==> src/rtl/stage_seq_monitor_if.sv <==
// Bundle of stage strobes, decode fields and monitor results for stage_seq_monitor.
// master drives the strobes (stage-clock generator side); slave is the monitor.
interface stage_seq_monitor_if #(
    parameter int unsigned CNT_W = 32
);
    localparam int unsigned OP_W    = 6;
    localparam int unsigned FUNCT_W = 6;

    logic               if_clk;
    logic               id_clk;
    logic               ex_clk;
    logic               mem_clk;
    logic               wb_clk;
    logic [OP_W-1:0]    op_code;
    logic [FUNCT_W-1:0] funct;
    logic               busy;
    logic               retire;
    logic [CNT_W-1:0]   retire_count;
    logic [2:0]         inst_class;
    logic [3:0]         last_cpi;
    logic               err;
    logic [2:0]         err_code;

    modport master (
        output if_clk, id_clk, ex_clk, mem_clk, wb_clk, op_code, funct,
        input  busy, retire, retire_count, inst_class, last_cpi, err, err_code
    );

    modport slave (
        input  if_clk, id_clk, ex_clk, mem_clk, wb_clk, op_code, funct,
        output busy, retire, retire_count, inst_class, last_cpi, err, err_code
    );
endinterface

==> src/rtl/stage_seq_monitor.sv <==
// Passive checker of the multicycle core's one-hot stage strobes: rebuilds each
// instruction's stage order, retires legal ones with their CPI, latches the first violation.
module stage_seq_monitor #(
    parameter int unsigned CNT_W   = 32,
    parameter int unsigned TIMEOUT = 8
) (
    input logic               clk,
    input logic               rst,
    stage_seq_monitor_if.slave bus
);
    localparam int unsigned GAP_W = $clog2(TIMEOUT + 1);

    localparam logic [2:0] CL_LOAD   = 3'd0;
    localparam logic [2:0] CL_STORE  = 3'd1;
    localparam logic [2:0] CL_ALU    = 3'd2;
    localparam logic [2:0] CL_BRANCH = 3'd3;
    localparam logic [2:0] CL_JUMP   = 3'd4;
    localparam logic [2:0] CL_LUI    = 3'd5;

    localparam logic [1:0] ST_EX  = 2'd0;
    localparam logic [1:0] ST_MEM = 2'd1;
    localparam logic [1:0] ST_WB  = 2'd2;

    localparam logic [2:0] E_MULTI_HOT = 3'd1;
    localparam logic [2:0] E_BAD_ORDER = 3'd2;
    localparam logic [2:0] E_TIMEOUT   = 3'd3;
    localparam logic [2:0] E_EARLY_IF  = 3'd4;

    typedef enum logic [1:0] {WAIT_IF, WAIT_ID, SUFFIX, DONE} state_t;

    state_t           state;
    logic [1:0]       exp_stage;
    logic [2:0]       cur_class;
    logic [3:0]       cyc_cnt;
    logic [GAP_W-1:0] gap;
    logic             busy_q, retire_q, err_q;
    logic [CNT_W-1:0] count_q;
    logic [2:0]       class_q, code_q;
    logic [3:0]       cpi_q;

    logic [4:0] strb, exp_vec;
    logic       open_c, multi_c, early_c, bad_c, tmo_c, err_c, final_c;
    logic [2:0] code_c, dec_class;
    logic [1:0] next_stage;
    logic [3:0] cnt_inc;

    // MIPS opcode/funct decode into stage-sequence classes
    function automatic logic [2:0] decode(input logic [5:0] op, input logic [5:0] fn);
        logic [2:0] c;
        case (op)
            6'h00:                             c = (fn == 6'h08) ? CL_BRANCH : CL_ALU;
            6'h01, 6'h04, 6'h05, 6'h06, 6'h07: c = CL_BRANCH;
            6'h02:                             c = CL_JUMP;
            6'h03, 6'h08, 6'h09, 6'h0A,
            6'h0B, 6'h0C, 6'h0D, 6'h0E:        c = CL_ALU;
            6'h0F:                             c = CL_LUI;
            6'h28, 6'h29, 6'h2B:               c = CL_STORE;
            default:                           c = CL_LOAD;
        endcase
        return c;
    endfunction

    always_comb begin
        strb      = {bus.wb_clk, bus.mem_clk, bus.ex_clk, bus.id_clk, bus.if_clk};
        dec_class = decode(bus.op_code, bus.funct);
        cnt_inc   = (cyc_cnt == 4'hF) ? 4'hF : cyc_cnt + 4'd1;
        open_c    = (state == WAIT_ID) || (state == SUFFIX);
        exp_vec   = 5'b00001;
        case (state)
            WAIT_ID: exp_vec = 5'b00010;
            SUFFIX:  exp_vec = (exp_stage == ST_EX)  ? 5'b00100 :
                               (exp_stage == ST_MEM) ? 5'b01000 : 5'b10000;
            default: exp_vec = 5'b00001;
        endcase
        // Successor of the stage just seen within the current class; final_c ends the suffix
        final_c    = 1'b1;
        next_stage = ST_WB;
        case (cur_class)
            CL_LOAD:  begin final_c = (exp_stage == ST_WB);  next_stage = (exp_stage == ST_EX) ? ST_MEM : ST_WB; end
            CL_STORE: begin final_c = (exp_stage == ST_MEM); next_stage = ST_MEM; end
            CL_ALU:   begin final_c = (exp_stage == ST_WB);  next_stage = ST_WB; end
            default:  begin final_c = 1'b1;                  next_stage = ST_WB; end
        endcase
        multi_c = (strb & (strb - 5'd1)) != 5'd0;
        early_c = open_c && bus.if_clk;
        bad_c   = (strb != 5'd0) && (strb != exp_vec);
        tmo_c   = open_c && (strb == 5'd0) && (gap == GAP_W'(TIMEOUT - 1));
        err_c   = multi_c || early_c || bad_c || tmo_c;
        code_c  = multi_c ? E_MULTI_HOT :
                  early_c ? E_EARLY_IF  :
                  bad_c   ? E_BAD_ORDER : E_TIMEOUT;
    end

    always_ff @(posedge clk) begin
        if (!rst) begin
            state     <= WAIT_IF;
            exp_stage <= ST_EX;
            cur_class <= CL_LOAD;
            cyc_cnt   <= 4'd0;
            gap       <= '0;
            busy_q    <= 1'b0;
            retire_q  <= 1'b0;
            err_q     <= 1'b0;
            count_q   <= '0;
            class_q   <= 3'd0;
            code_q    <= 3'd0;
            cpi_q     <= 4'd0;
        end else begin
            retire_q <= 1'b0;
            if (err_c) begin
                err_q <= 1'b1;
                if (code_q == 3'd0) code_q <= code_c;
                gap <= '0;
                // An early IF is itself the start of a new instruction
                if (early_c && !multi_c) begin
                    state   <= WAIT_ID;
                    cyc_cnt <= 4'd1;
                    busy_q  <= 1'b1;
                end else begin
                    state  <= WAIT_IF;
                    busy_q <= 1'b0;
                end
            end else begin
                case (state)
                    WAIT_IF, DONE: begin
                        if (bus.if_clk) begin
                            state   <= WAIT_ID;
                            cyc_cnt <= 4'd1;
                            gap     <= '0;
                            busy_q  <= 1'b1;
                        end else begin
                            state <= WAIT_IF;
                        end
                    end
                    WAIT_ID: begin
                        cyc_cnt <= cnt_inc;
                        if (bus.id_clk) begin
                            gap       <= '0;
                            class_q   <= dec_class;
                            cur_class <= dec_class;
                            if (dec_class == CL_JUMP) begin
                                state    <= DONE;
                                busy_q   <= 1'b0;
                                retire_q <= 1'b1;
                                count_q  <= count_q + CNT_W'(1);
                                cpi_q    <= cnt_inc;
                            end else begin
                                state     <= SUFFIX;
                                exp_stage <= (dec_class == CL_LUI) ? ST_WB : ST_EX;
                            end
                        end else begin
                            gap <= gap + GAP_W'(1);
                        end
                    end
                    SUFFIX: begin
                        cyc_cnt <= cnt_inc;
                        if (strb == exp_vec) begin
                            gap <= '0;
                            if (final_c) begin
                                state    <= DONE;
                                busy_q   <= 1'b0;
                                retire_q <= 1'b1;
                                count_q  <= count_q + CNT_W'(1);
                                cpi_q    <= cnt_inc;
                            end else begin
                                exp_stage <= next_stage;
                            end
                        end else begin
                            gap <= gap + GAP_W'(1);
                        end
                    end
                    default: state <= WAIT_IF;
                endcase
            end
        end
    end

    assign bus.busy         = busy_q;
    assign bus.retire       = retire_q;
    assign bus.retire_count = count_q;
    assign bus.inst_class   = class_q;
    assign bus.last_cpi     = cpi_q;
    assign bus.err          = err_q;
    assign bus.err_code     = code_q;
endmodule
==> src/flat_wrapper.sv <==
// flat-port wrapper written by rule: the top's interface ports become plain ports
module stage_seq_monitor_flat 
#(
    parameter int unsigned CNT_W   = 32,
    parameter int unsigned TIMEOUT = 8
)
  (clk, rst, bus_if_clk, bus_id_clk, bus_ex_clk, bus_mem_clk, bus_wb_clk, bus_op_code, bus_funct, bus_busy, bus_retire, bus_retire_count, bus_inst_class, bus_last_cpi, bus_err, bus_err_code);
  stage_seq_monitor_if #(.CNT_W(CNT_W)) bus_i ();
  input logic clk;
  input logic rst;
  input wire logic [$bits(bus_i.if_clk)-1:0] bus_if_clk;
  input wire logic [$bits(bus_i.id_clk)-1:0] bus_id_clk;
  input wire logic [$bits(bus_i.ex_clk)-1:0] bus_ex_clk;
  input wire logic [$bits(bus_i.mem_clk)-1:0] bus_mem_clk;
  input wire logic [$bits(bus_i.wb_clk)-1:0] bus_wb_clk;
  input wire logic [$bits(bus_i.op_code)-1:0] bus_op_code;
  input wire logic [$bits(bus_i.funct)-1:0] bus_funct;
  output wire logic [$bits(bus_i.busy)-1:0] bus_busy;
  output wire logic [$bits(bus_i.retire)-1:0] bus_retire;
  output wire logic [$bits(bus_i.retire_count)-1:0] bus_retire_count;
  output wire logic [$bits(bus_i.inst_class)-1:0] bus_inst_class;
  output wire logic [$bits(bus_i.last_cpi)-1:0] bus_last_cpi;
  output wire logic [$bits(bus_i.err)-1:0] bus_err;
  output wire logic [$bits(bus_i.err_code)-1:0] bus_err_code;
  assign bus_i.if_clk = bus_if_clk;
  assign bus_i.id_clk = bus_id_clk;
  assign bus_i.ex_clk = bus_ex_clk;
  assign bus_i.mem_clk = bus_mem_clk;
  assign bus_i.wb_clk = bus_wb_clk;
  assign bus_i.op_code = bus_op_code;
  assign bus_i.funct = bus_funct;
  assign bus_busy = bus_i.busy;
  assign bus_retire = bus_i.retire;
  assign bus_retire_count = bus_i.retire_count;
  assign bus_inst_class = bus_i.inst_class;
  assign bus_last_cpi = bus_i.last_cpi;
  assign bus_err = bus_i.err;
  assign bus_err_code = bus_i.err_code;
  stage_seq_monitor #(.CNT_W(CNT_W), .TIMEOUT(TIMEOUT)) u_core (.clk(clk), .rst(rst), .bus(bus_i));
endmodule
==> config.mk <==
export PLATFORM = sky130hd
export DESIGN_NAME = stage_seq_monitor_flat
export DESIGN_NICKNAME = d
export VERILOG_FILES = /design/src/rtl/stage_seq_monitor_if.sv /design/src/rtl/stage_seq_monitor.sv /design/src/flat_wrapper.sv
export SDC_FILE = /design/constraint.sdc
export NUM_CORES = 1
export LEC_CHECK = 0
export CORE_AREA = 2 2 125 66
export DETAILED_ROUTE_END_ITERATION = 16
export DIE_AREA = 0 0 127 68
export PLACE_DENSITY = 0.73
export SETUP_SLACK_MARGIN = 0.3
export SLEW_MARGIN = 15
export SYNTH_ARGS = -nofsm -noshare
export SYNTH_HDL_FRONTEND = slang
export SYNTH_SLANG_ARGS = --single-unit
export TNS_END_PERCENT = 20
==> constraint.sdc <==
create_clock -name clk -period 4.37 [get_ports clk]
set_input_delay 0.437 -clock clk [delete_from_list [all_inputs] [get_ports clk]]
set_output_delay 0.437 -clock clk [all_outputs]
set_load 0.02 [all_outputs]
==> results.py <==
metrics = {
    "synthesis": {
        "synthSimpleGateAreaFrac_pct": 33.4,
        "yosysSeqAreaShare_pct": 33.8,
        "synth.most_common_cell": "dfxtp_1",
        "synth_flop_cell": "dfxtp_1",
        "synthAdderAreaFrac_pct": 2.89,
        "synth_xor_area_share_pct": 0,
        "synthMuxAreaShare_pct": 8.63,
        "ys_top_cells_by_count": "dfxtp_1 (57), nand2_1 (55), nand2b_1 (30)",
        "yosys.area.top_type": "dfxtp_1",
        "avgSynthCellArea_sq_um": 8.28,
        "synth_nets": 434,
        "synth_area_sq_um": 3380,
        "synth_seq_cells": 57,
        "yosys-top-cells-area": "dfxtp_1 (34%), mux2i_1 (8.3%), nand2_1 (6.1%)",
        "ys.warnings.count": 0,
        "synth_top_family_by_area": "simple AND/OR/NAND/NOR gates",
        "synthCells": 408,
        "synth_top_cell_area_share_pct": 33.8,
        "synth.distinct_cells": 60,
        "synth_compound_area_share_pct": 16.9,
        "synthArstFlopShare_pct": 0,
        "synth_edf_count": 0,
    },
    "placement": {
        "gp_congestion": 0.833,
        "placedCellCount": 550,
        "port_buffers": 63,
        "dp_hpwl_mm": 6.67,
    },
    "cells_and_area": {
        "layoutNonFillerInstCount": 566,
        "syn2layout_area_growth_pct": 29.0,
        "layout.nets": 488,
        "fillers": 691,
        "layout-drive-gt1-share_pct": 6.87,
        "antenna_cells": 0,
    },
    "clock_network": {
        "postCtsHoldBufs": 0,
        "postCtsSetupRepairBufs": 0,
        "h-tree-depth": 3,
        "clk_pin_slew_ns": 0.05,
        "cts_tree": "done",
        "clockRootBuffer": "clkbuf_16",
        "cts_buffers": 9,
        "insertion_delay_ns": 0.33,
        "post_cts_resized": 0,
        "clock_path_buffers": 2,
        "numClockSinks": 57,
    },
    "status": {
        "status": "complete, no violations",
    },
    "sta": {
        "setup_violations": 0,
        "fin_worst_skew_ns": 0.00646,
        "relSlewSlack_pct": 42.9,
        "min_period_ns": 3.45,
        "fmax_ghz": 0.290,
        "rsz0062_at_grt": "no",
        "final_hold_viol_count": 0,
        "tightest_slew_ns": 0.848,
        "report.final.slew_viol_count": 0,
        "finalCritPeriodShare_pct": 79.0,
        "tns_ns": 0,
    },
    "pwr": {
        "ir_drop_uv": 167,
        "cellPowerDensity_nw_per_um2": 288,
        "finalPower_w": 0.00125,
        "p_leak_nw": 1.45,
    },
    "drt": {
        "drt_iter0_drc": 400,
        "num_vias": 3409,
        "wl_per_cell_um": 16.7,
        "viasPerCell": 6.02,
        "final_antenna_net_count": 0,
        "drc_errors": 0,
        "drtPass1Iterations": 5,
        "drt-total-wl_mm": 9.44,
    },
    "floorplan": {
        "die_y_um": 68,
        "die-area_sq_um": 8640,
        "core_sq_um": 7650,
        "start_util_pct": 44.1,
        "placement_rows": 23,
        "boundaryPins": 64,
        "die_w_um": 127,
    },
    "job": {
        "maxCapViolations": 0,
    },
    "setup_path": {
        "critPathTopFamily": "simple AND/OR/NAND/NOR gates",
        "crit_buf_inv": 3,
        "critPathMaxStageDelay_ns": 0.51,
        "crit_chain": "inv_1, ha_1, inv_1, ha_1, nand3b_1, mux2_2, nor3_4, a21oi_2, buf_4, or4_1, a21oi_1",
        "path_max_fanout": 27,
        "endpoint_kind": "flop",
        "worstSetupStartpointType": "flop",
        "cp_slowest_cell": "ha_1",
        "cp.required_ns": 4.62,
        "cp.arrival_ns": 3.70,
        "criticalPathCategory": "flop to flop",
    },
    "hold_path": {
        "hp-class": "flop to flop",
    },
    "global_route": {
        "grt_pass1_vias": 2922,
        "antenna_found_initial": 0,
        "grt_max_degree": 52,
        "grt_first_pass_wirelength_mm": 14.9,
        "globalRouteTotalUtil_pct": 22.0,
        "grt_overflow": 0,
    },
}
sequential cells by signal (all words and copies together) (netlist names):
register and count:
u_core.exp_stage 2, u_core.bus.err 1, u_core.cur_class 3, u_core.bus.err_code 3, u_core.bus.last_cpi 4, u_core.state 2
u_core.bus.retire_count 32, u_core.bus.busy 1, u_core.gap 4, u_core.bus.retire 1, u_core.cyc_cnt 4
routing by layer:
metal | GRT usage [%] | part of all wire [%] | wire [um] | vias to the layer above
li1 | - | - | - | 1636
met4 | 5.22 | 0.84 | 79 | 0
met3 | 7.58 | 9.2 | 872 | 10
met1 | 32.5 | 51 | 4830 | 1614
met2 | 30.0 | 39 | 3650 | 149
met5 | 0 | 0 | 0 | -
final cells by class:
cell class / count / area [sq um] / share of cell area (%)
multi-input combinational: 317 / 2090 / 48.1
sequential: 57 / 1140 / 26.2
timing repair buffer: 67 / 676 / 15.5
clock buffer: 12 / 267 / 6.12
tap: 100 / 125 / 2.87
inverter: 10 / 37.5 / 0.862
clock inverter: 3 / 15.0 / 0.345
metrics by stage:
stage | util, % | hold WS (ns) | setup WS, ns | cell area, sq um
floorplan | - | 0.450 | 1.66 | 3380
global placement | 52.8 | 0.458 | 1.07 | 4040
detailed placement | 52.8 | 0.460 | 0.928 | 4040
CTS | 56.5 | 0.478 | 0.941 | 4320
global route | 56.9 | 0.490 | 0.724 | 4360
finish | 56.9 | 0.473 | 0.916 | 4360
where the power goes:
part	internal, W	switching, W	leakage [nW]
sequential	0.000523	0.00000169	0.460
clock	0.000422	0.000236	0.144
combinational	0.0000313	0.0000403	0.846
total	0.000977	0.000278	1.45
worst paths after layout:
| path | start | slack [ns] | end | cells past startpoint |
|---|---|---|---|---|
| setup reg to reg | u_core.state[0]$_SDFFE_PN0P_ | 0.92 | u_core.bus.retire_count[15]$_SDFFE_PN0P_ | 11 |
| setup / recovery | u_core.state[0]$_SDFFE_PN0P_ | 0.92 | u_core.bus.retire_count[15]$_SDFFE_PN0P_ | 11 |
| hold / removal | u_core.bus.last_cpi[1]$_SDFFE_PN0P_ | 0.47 | u_core.bus.last_cpi[1]$_SDFFE_PN0P_ | 2 |
| hold reg to reg | u_core.bus.last_cpi[1]$_SDFFE_PN0P_ | 0.47 | u_core.bus.last_cpi[1]$_SDFFE_PN0P_ | 2 |
cells by family after synthesis:
kind of cell | Yosys count
fa+ha+maj | 8
buf+inv | 34
simple gates | 205
flops | 57
compound gates | 75
mux | 29
cells in the final DEF, fill, tap and decap left out, drive strengths merged, types with 2 or more instances in the layout:
cell           Yosys  routed
clkdlybuf4s50      0      62
dfxtp             57      57
nand2             55      55
nand2b            30      30
mux2i             28      28
nor2              23      23
nor4              20      20
a21oi             15      15
nand3             13      13
nor3              12      12
clkbuf            15      12
inv               10      10
o41ai              8       8
o31ai              7       7
and3               7       7
o21ai              7       7
nand4              7       7
ha                 7       7
or4                6       6
o311ai             6       6
nand3b             5       5
and2               5       5
o211ai             5       5
buf                9       5
a31oi              4       4
nor4b              4       4
nor3b              3       3
a21o               3       3
a311oi             3       3
nor2b              3       3
and4               3       3
clkinv             0       3
or2                2       2
o311a              2       2
a211oi             2       2
nand4b             2       2
worst register-to-register path, cell delays in order (launching register included):
cell and delay (ns):
dfxtp_1 0.33, inv_1 0.07, ha_1 0.51, inv_1 0.16, ha_1 0.33, nand3b_1 0.08
mux2_2 0.31, nor3_4 0.30, a21oi_2 0.30, buf_4 0.31, or4_1 0.50, a21oi_1 0.18
Note: power is estimated with default switching activity, not from simulation.
